===== src/rtl/dircc_types_pkg.sv =====
// Shared types and width helpers for the Avalon-ST packet FIFO.
// Framing state and the empty-field width rule live here so every file agrees on them.
package dircc_types_pkg;

   typedef enum logic {
      IDLE      = 1'b0,
      IN_PACKET = 1'b1
   } frame_state_t;

   // A one-symbol beat still carries a 1-bit empty field rather than a zero-width one.
   function automatic int empty_width(input int symbols_per_beat);
      return (symbols_per_beat > 1) ? $clog2(symbols_per_beat) : 1;
   endfunction

endpackage


===== src/rtl/dircc_st_packet_fifo_if.sv =====
// Avalon-ST stream bundle: data, empty, framing, valid/ready with readyLatency 0.
// The master drives the beat and valid; the slave drives ready.
interface dircc_st_packet_fifo_if #(
   parameter int BITS_PER_SYMBOL  = 8,
   parameter int SYMBOLS_PER_BEAT = 4
);
   import dircc_types_pkg::*;

   localparam int DATA_WIDTH  = BITS_PER_SYMBOL * SYMBOLS_PER_BEAT;
   localparam int EMPTY_WIDTH = empty_width(SYMBOLS_PER_BEAT);

   logic [DATA_WIDTH-1:0]  data;
   logic [EMPTY_WIDTH-1:0] empty;
   logic                   startofpacket;
   logic                   endofpacket;
   logic                   valid;
   logic                   ready;

   modport master (
      output data, empty, startofpacket, endofpacket, valid,
      input  ready
   );

   modport slave (
      input  data, empty, startofpacket, endofpacket, valid,
      output ready
   );

endinterface


===== src/rtl/dircc_fifo_ram.sv =====
// Simple dual-port storage for the packet FIFO: registered write, asynchronous read.
// Contents are deliberately not reset; validity is tracked by the pointers and counts.
module dircc_fifo_ram #(
   parameter  int WIDTH      = 36,
   parameter  int DEPTH      = 8,
   localparam int ADDR_WIDTH = $clog2(DEPTH)
) (
   input  logic                  clk,
   input  logic                  wr_en,
   input  logic [ADDR_WIDTH-1:0] wr_addr,
   input  logic [WIDTH-1:0]      wr_data,
   input  logic [ADDR_WIDTH-1:0] rd_addr,
   output logic [WIDTH-1:0]      rd_data
);

   logic [WIDTH-1:0] mem [DEPTH];

   always_ff @(posedge clk) begin
      if (wr_en) begin
         mem[wr_addr] <= wr_data;
      end
   end

   assign rd_data = mem[rd_addr];

endmodule


===== src/rtl/dircc_st_packet_fifo.sv =====
// Store-and-forward Avalon-ST packet FIFO between the network and a PE packet receiver.
// Oversize packets that fill the FIFO are forwarded cut-through so the link never deadlocks.
module dircc_st_packet_fifo
   import dircc_types_pkg::*;
#(
   parameter  int BITS_PER_SYMBOL  = 8,
   parameter  int SYMBOLS_PER_BEAT = 4,
   parameter  int INPUT_FIFO_DEPTH = 8,
   localparam int COUNT_WIDTH      = $clog2(INPUT_FIFO_DEPTH + 1)
) (
   input  logic                   clk,
   input  logic                   reset_n,
   dircc_st_packet_fifo_if.slave  in_st,
   dircc_st_packet_fifo_if.master out_st,
   output logic [COUNT_WIDTH-1:0] beat_count,
   output logic [COUNT_WIDTH-1:0] packet_count,
   output logic                   protocol_error
);

   localparam int DATA_WIDTH  = BITS_PER_SYMBOL * SYMBOLS_PER_BEAT;
   localparam int EMPTY_WIDTH = empty_width(SYMBOLS_PER_BEAT);
   localparam int ENTRY_WIDTH = DATA_WIDTH + EMPTY_WIDTH + 2;
   localparam int ADDR_WIDTH  = $clog2(INPUT_FIFO_DEPTH);
   localparam logic [COUNT_WIDTH-1:0] DEPTH_C = COUNT_WIDTH'(INPUT_FIFO_DEPTH);

   logic [ADDR_WIDTH-1:0]  wr_ptr;
   logic [ADDR_WIDTH-1:0]  rd_ptr;
   logic [COUNT_WIDTH-1:0] beat_cnt;
   logic [COUNT_WIDTH-1:0] pkt_cnt;
   frame_state_t           state;
   frame_state_t           state_nxt;
   logic                   err_nxt;
   logic                   err_p1;
   logic                   in_ready_c;
   logic                   out_valid_c;
   logic                   accept;
   logic                   stray;
   logic                   wr_en;
   logic                   rd_en;
   logic                   wr_pkt;
   logic                   rd_pkt;
   logic [ENTRY_WIDTH-1:0] wr_entry;
   logic [ENTRY_WIDTH-1:0] rd_entry;

   // Ready depends only on stored occupancy, so a same-cycle read cannot open the sink.
   assign in_ready_c  = (beat_cnt < DEPTH_C);
   assign out_valid_c = (pkt_cnt != '0) || (beat_cnt == DEPTH_C);

   assign accept = in_st.valid && in_ready_c;
   assign stray  = accept && (state == IDLE) && !in_st.startofpacket;
   assign wr_en  = accept && !stray;
   assign rd_en  = out_valid_c && out_st.ready;
   assign wr_pkt = wr_en && in_st.endofpacket;
   assign rd_pkt = rd_en && rd_entry[0];

   assign wr_entry = {in_st.data, in_st.empty, in_st.startofpacket, in_st.endofpacket};

   dircc_fifo_ram #(
      .WIDTH (ENTRY_WIDTH),
      .DEPTH (INPUT_FIFO_DEPTH)
   ) u_ram (
      .clk     (clk),
      .wr_en   (wr_en),
      .wr_addr (wr_ptr),
      .wr_data (wr_entry),
      .rd_addr (rd_ptr),
      .rd_data (rd_entry)
   );

   assign in_st.ready  = in_ready_c;
   assign out_st.valid = out_valid_c;
   assign {out_st.data, out_st.empty, out_st.startofpacket, out_st.endofpacket} = rd_entry;

   assign beat_count     = beat_cnt;
   assign packet_count   = pkt_cnt;
   assign protocol_error = err_p1;

   // Framing decisions are made on every accepted beat, including discarded strays.
   always_comb begin
      state_nxt = state;
      err_nxt   = 1'b0;
      if (accept) begin
         case (state)
            IDLE: begin
               if (in_st.startofpacket) begin
                  state_nxt = in_st.endofpacket ? IDLE : IN_PACKET;
               end else begin
                  err_nxt = 1'b1;
               end
            end
            IN_PACKET: begin
               if (in_st.startofpacket) begin
                  err_nxt = 1'b1;
               end
               if (in_st.endofpacket) begin
                  state_nxt = IDLE;
               end
            end
            default: state_nxt = IDLE;
         endcase
      end
   end

   // Stage p1: framing state and the registered error pulse.
   always_ff @(posedge clk or negedge reset_n) begin
      if (!reset_n) begin
         state  <= IDLE;
         err_p1 <= 1'b0;
      end else begin
         state  <= state_nxt;
         err_p1 <= err_nxt;
      end
   end

   // Pointers wrap naturally because the depth is a power of two.
   always_ff @(posedge clk or negedge reset_n) begin
      if (!reset_n) begin
         wr_ptr <= '0;
         rd_ptr <= '0;
      end else begin
         if (wr_en) begin
            wr_ptr <= wr_ptr + ADDR_WIDTH'(1);
         end
         if (rd_en) begin
            rd_ptr <= rd_ptr + ADDR_WIDTH'(1);
         end
      end
   end

   always_ff @(posedge clk or negedge reset_n) begin
      if (!reset_n) begin
         beat_cnt <= '0;
         pkt_cnt  <= '0;
      end else begin
         case ({wr_en, rd_en})
            2'b10:   beat_cnt <= beat_cnt + COUNT_WIDTH'(1);
            2'b01:   beat_cnt <= beat_cnt - COUNT_WIDTH'(1);
            default: beat_cnt <= beat_cnt;
         endcase
         case ({wr_pkt, rd_pkt})
            2'b10:   pkt_cnt <= pkt_cnt + COUNT_WIDTH'(1);
            2'b01:   pkt_cnt <= pkt_cnt - COUNT_WIDTH'(1);
            default: pkt_cnt <= pkt_cnt;
         endcase
      end
   end

endmodule


===== src/flat_wrapper.sv =====
// flat-port wrapper written by rule: the top's interface ports become plain ports
module dircc_st_packet_fifo_flat import dircc_types_pkg::*;
#(
   parameter  int BITS_PER_SYMBOL  = 8,
   parameter  int SYMBOLS_PER_BEAT = 4,
   parameter  int INPUT_FIFO_DEPTH = 8,
   localparam int COUNT_WIDTH      = $clog2(INPUT_FIFO_DEPTH + 1)
)
  (clk, reset_n, beat_count, packet_count, protocol_error, in_st_data, in_st_empty, in_st_startofpacket, in_st_endofpacket, in_st_valid, in_st_ready, out_st_data, out_st_empty, out_st_startofpacket, out_st_endofpacket, out_st_valid, out_st_ready);
  dircc_st_packet_fifo_if #(.BITS_PER_SYMBOL(BITS_PER_SYMBOL), .SYMBOLS_PER_BEAT(SYMBOLS_PER_BEAT)) in_st_i ();
  dircc_st_packet_fifo_if #(.BITS_PER_SYMBOL(BITS_PER_SYMBOL), .SYMBOLS_PER_BEAT(SYMBOLS_PER_BEAT)) out_st_i ();
  input  logic clk;
  input  logic reset_n;
  output logic [COUNT_WIDTH-1:0] beat_count;
  output logic [COUNT_WIDTH-1:0] packet_count;
  output logic protocol_error;
  input wire logic [$bits(in_st_i.data)-1:0] in_st_data;
  input wire logic [$bits(in_st_i.empty)-1:0] in_st_empty;
  input wire logic [$bits(in_st_i.startofpacket)-1:0] in_st_startofpacket;
  input wire logic [$bits(in_st_i.endofpacket)-1:0] in_st_endofpacket;
  input wire logic [$bits(in_st_i.valid)-1:0] in_st_valid;
  output wire logic [$bits(in_st_i.ready)-1:0] in_st_ready;
  output wire logic [$bits(out_st_i.data)-1:0] out_st_data;
  output wire logic [$bits(out_st_i.empty)-1:0] out_st_empty;
  output wire logic [$bits(out_st_i.startofpacket)-1:0] out_st_startofpacket;
  output wire logic [$bits(out_st_i.endofpacket)-1:0] out_st_endofpacket;
  output wire logic [$bits(out_st_i.valid)-1:0] out_st_valid;
  input wire logic [$bits(out_st_i.ready)-1:0] out_st_ready;
  assign in_st_i.data = in_st_data;
  assign in_st_i.empty = in_st_empty;
  assign in_st_i.startofpacket = in_st_startofpacket;
  assign in_st_i.endofpacket = in_st_endofpacket;
  assign in_st_i.valid = in_st_valid;
  assign in_st_ready = in_st_i.ready;
  assign out_st_data = out_st_i.data;
  assign out_st_empty = out_st_i.empty;
  assign out_st_startofpacket = out_st_i.startofpacket;
  assign out_st_endofpacket = out_st_i.endofpacket;
  assign out_st_valid = out_st_i.valid;
  assign out_st_i.ready = out_st_ready;
  dircc_st_packet_fifo #(.BITS_PER_SYMBOL(BITS_PER_SYMBOL), .SYMBOLS_PER_BEAT(SYMBOLS_PER_BEAT), .INPUT_FIFO_DEPTH(INPUT_FIFO_DEPTH)) u_core (.clk(clk), .reset_n(reset_n), .in_st(in_st_i), .out_st(out_st_i), .beat_count(beat_count), .packet_count(packet_count), .protocol_error(protocol_error));
endmodule

===== config.mk =====
export PLATFORM = sky130hd
export DESIGN_NAME = dircc_st_packet_fifo_flat
export DESIGN_NICKNAME = d
export VERILOG_FILES = /design/src/rtl/dircc_types_pkg.sv /design/src/rtl/dircc_st_packet_fifo_if.sv /design/src/rtl/dircc_fifo_ram.sv /design/src/rtl/dircc_st_packet_fifo.sv /design/src/flat_wrapper.sv
export SDC_FILE = /design/constraint.sdc
export NUM_CORES = 1
export LEC_CHECK = 0
export ABC_AREA = 1
export BUFFER_PORTS_ARGS = -buffer_cell sky130_fd_sc_hd__buf_2
export CAP_MARGIN = 25
export CORE_ASPECT_RATIO = 0.5
export CORE_MARGIN = 2
export CORE_UTILIZATION = 61
export DETAILED_ROUTE_END_ITERATION = 10
export PLACE_DENSITY = 0.91
export SLEW_MARGIN = 20
export SYNTH_ARGS = -nofsm -noshare
export SYNTH_HDL_FRONTEND = slang
export SYNTH_HIERARCHICAL = 1
export SYNTH_SLANG_ARGS = --single-unit
export TNS_END_PERCENT = 30

===== constraint.sdc =====
create_clock -name clk -period 3.9 [get_ports clk]
set_clock_uncertainty 0.1 [all_clocks]
set_input_delay 0.39 -clock clk [delete_from_list [all_inputs] [get_ports clk]]
set_output_delay 0.39 -clock clk [all_outputs]
set_load 0.02 [all_outputs]

==> impl_metrics.tcl <==
set metrics [dict create \
    antenna_left 0 \
    cts_resized 0 \
    cpPeakStageDelay_ns 0.76 \
    crit_buf_inv 3 \
    p_clk_frac 0.247 \
    num-nets-final 1510 \
    max_freq_ghz 0.285 \
    dp.cells 1728 \
    cts_tree "built" \
    critPathLaunchType "flop" \
    cpMostUsedCell "nand2_1" \
    switching_share 0.395 \
    cap_violations 0 \
    synth_edf_count 288 \
    synth-main-ff-cell "edfxtp_1" \
    synth.area.top_cells "edfxtp_1 64%, nand2_1 14%, inv_1 8.5%" \
    synth_common_cells "510 x nand2_1, 305 x inv_1, 288 x edfxtp_1, 150 x nand3_1, 32 x buf_2" \
    yosysSeqAreaShare 0.668 \
    drc 0 \
    min_period_ns 3.50 \
    internal_power_mw 6.71 \
    path_clk_slew_ns 0.06 \
    yosysTopAreaCell "edfxtp_1" \
    cp_max_fo 54 \
    grt_max_degree 105 \
    ys_seq_elements 304 \
    place.detailed.hpwl_mm 17.1 \
    clk_latency_ns 0.54 \
    cp_cell_sequence "buf_4 -> buf_12 -> nand2_1 -> nand3_1 -> nand2_1 -> nand2_1 -> nand2_1 -> buf_2" \
    worst_pin_slew_ns 0.911 \
    synth_most_common_cell "nand2_1" \
    worstSetupEndpointType "output port" \
    cellPowerDensity_mw_per_mm2 727 \
    via_count 9908 \
    slew_viol_final 0 \
    cts_root_buffer "clkbuf_16" \
    tns_ns 0 \
    syn_to_final_growth_pct 12.6 \
    synth_top_area_frac 0.639 \
    rows 38 \
    htree_levels 1 \
    routed_wl_mm 32.5 \
    hold_slack_ns 0.0145 \
    die_x_um 215 \
    hold_class "in -> reg" \
    start_util 0.623 \
    grt_usage 0.274 \
    clock_sinks 304 \
    cp.arrival_ns 3.01 \
    power_frac_seq 0.379 \
    instances_no_fill 1782 \
    avgSynthCellArea_um2 9.84 \
    dieHeight_um 109 \
    cp.required_ns 3.41 \
    grt_overflow 0 \
    setup_viol 0 \
    crit_type "reg -> out" \
    drtIter0Drc 1418 \
    ios 87 \
    placed_cell_area_mm2 0.0143 \
    place_ws_ns 1.07 \
    period_share 0.899 \
    setup_slack_ns 0.395 \
    critPathTopFamily "buffers and inverters" \
    port_buffers 86 \
    synth_warnings 6 \
    place_congestion 0.787 \
    final_area_mm2 0.0153 \
    synthCells 1376 \
    antenna_found_initial 1 \
    fin_util 0.702 \
    maxSlewHeadroom 0.393 \
    cts_made_buffers 27 \
    dieArea_mm2 0.0235 \
    cp_slowest_cell "dfrtp_4" \
    synthArstFlopShare 0.0526 \
    irDropWorstVdd_mv 0.396 \
    status "finished clean" \
    p_leak_nw 7.17 \
    rsz0062_at_grt "no" \
    synth_area_mm2 0.0135 \
    cts_buffer_depth 3 \
    power_switching_mw 4.38 \
    yosys.cell_types.count 28 \
    drive_gt1_frac 0.117 \
    core_area_mm2 0.0217 \
    via_per_inst 5.56 \
    pwr-share-comb 0.375 \
    syn-num-nets 1426 \
    finalHoldViolCount 0 \
    finalPower_mw 11.1 \
    grt_pass1_wl_mm 49.6 \
    avgRoutedWirePerCell_um 18.3 \
    nFillCells 1235 \
    first_global_vias 9938 \
    drtPass1Iterations 8 \
]
flip-flops by register name, summed over array words and instances, names as in the netlist:
name,flops
u_core/rd_ptr,3
u_core/wr_ptr,3
u_core/beat_count,4
u_core/packet_count,4
u_core/u_ram/mem,288
u_core/protocol_error,1
u_core/state,1
power groups by stage:
stage	logic [mW]	registers (mW)	clock network [mW]
after floorplan	2.88	4.14	0
after global placement	3.73	4.22	0
after detailed placement	3.92	4.24	0
after CTS	4.06	4.19	2.74
after global routing	4.51	4.23	2.87
final	4.15	4.20	2.74
timing repair:
item / 4_1_cts / 5_1_grt
hold endpoints to repair: 17 / 0
setup endpoints to repair: 0 / 0
hold buffers: 2 / 0
setup buffers: 0 / 0
area by class of cell:
| cell class | count | area, µm² | share of cell area |
|---|---|---|---|
| Clock inverter | 19 | 216 | 0.0142 |
| Sequential cell | 304 | 9050 | 0.594 |
| Timing Repair Buffer | 108 | 638 | 0.0418 |
| Clock buffer | 30 | 687 | 0.0450 |
| Tap cell | 300 | 375 | 0.0246 |
| Antenna cell | 2 | 5.00 | 0.000328 |
| Inverter | 313 | 1180 | 0.0774 |
| Multi-Input combinational cell | 706 | 3100 | 0.203 |
kinds of logic after synthesis:
| kind of cell | share of synthesized area |
|---|---|
| buffers and inverters | 0.108 |
| DFF | 0.668 |
| and+or+nand+nor | 0.207 |
| adders and majority gates | 0.0103 |
| xor gates and xnor gates | 0.00453 |
| AOI/OAI and AO/OA | 0.00268 |
routing by layer:
layer	vias to the layer above	GRT usage	wire [µm]
met3	145	0.0476	3390
li1	4435	-	-
met2	706	0.478	15800
met5	-	0	0
met1	4622	0.331	11800
met4	0	0.159	1530
final timing paths:
path	from	slack, ns	cells after the start	endpoint
max	u_core/rd_ptr[0]	0.40	8	out_st_data[6]
min	in_st_data[10]	0.01	1	u_core/u_ram/mem[0][14]
max reg2reg	u_core/rd_ptr[0]	1.03	15	u_core/packet_count[3]
min reg2reg	u_core/state	0.43	2	u_core/protocol_error
max in group asynchronous	reset_n	3.22	2	u_core/rd_ptr[0]
min in group asynchronous	reset_n	0.20	2	u_core/packet_count[0]
worst register-to-register path, cell delays in order, from the launching register on:
cell     delay (ns)
dfrtp_4        0.76
inv_4          0.12
nand2_1        0.11
nand3_1        0.11
nand2_1        0.13
nand2_1        0.06
nand2_1        0.14
inv_1          0.05
nor2_1         0.10
ha_1           0.24
ha_1           0.28
or2_2          0.32
nand2_1        0.08
nand2_1        0.05
nand3_1        0.06
nand2_1        0.06
cell usage in the layout, fill, tap and decap left out, types with 3 or more instances in the layout:
| cell | synthesis | layout |
|---|---|---|
| buf_12 | 0 | 3 |
| buf_2 | 32 | 86 |
| buf_4 | 8 | 17 |
| bufinv_16 | 0 | 5 |
| clkbuf_1 | 7 | 3 |
| clkbuf_16 | 0 | 27 |
| clkinv_1 | 1 | 7 |
| clkinv_2 | 0 | 6 |
| dfrtp_1 | 16 | 13 |
| edfxtp_1 | 288 | 288 |
| ha_1 | 8 | 8 |
| inv_1 | 305 | 305 |
| inv_2 | 5 | 5 |
| nand2_1 | 510 | 510 |
| nand2_4 | 3 | 3 |
| nand3_1 | 150 | 150 |
| nor2_1 | 12 | 4 |
| nor2_4 | 1 | 9 |
| o21ai_0 | 4 | 4 |
| xnor2_1 | 4 | 4 |
| xor2_1 | 3 | 3 |
Power figures use the tool's default switching activity.
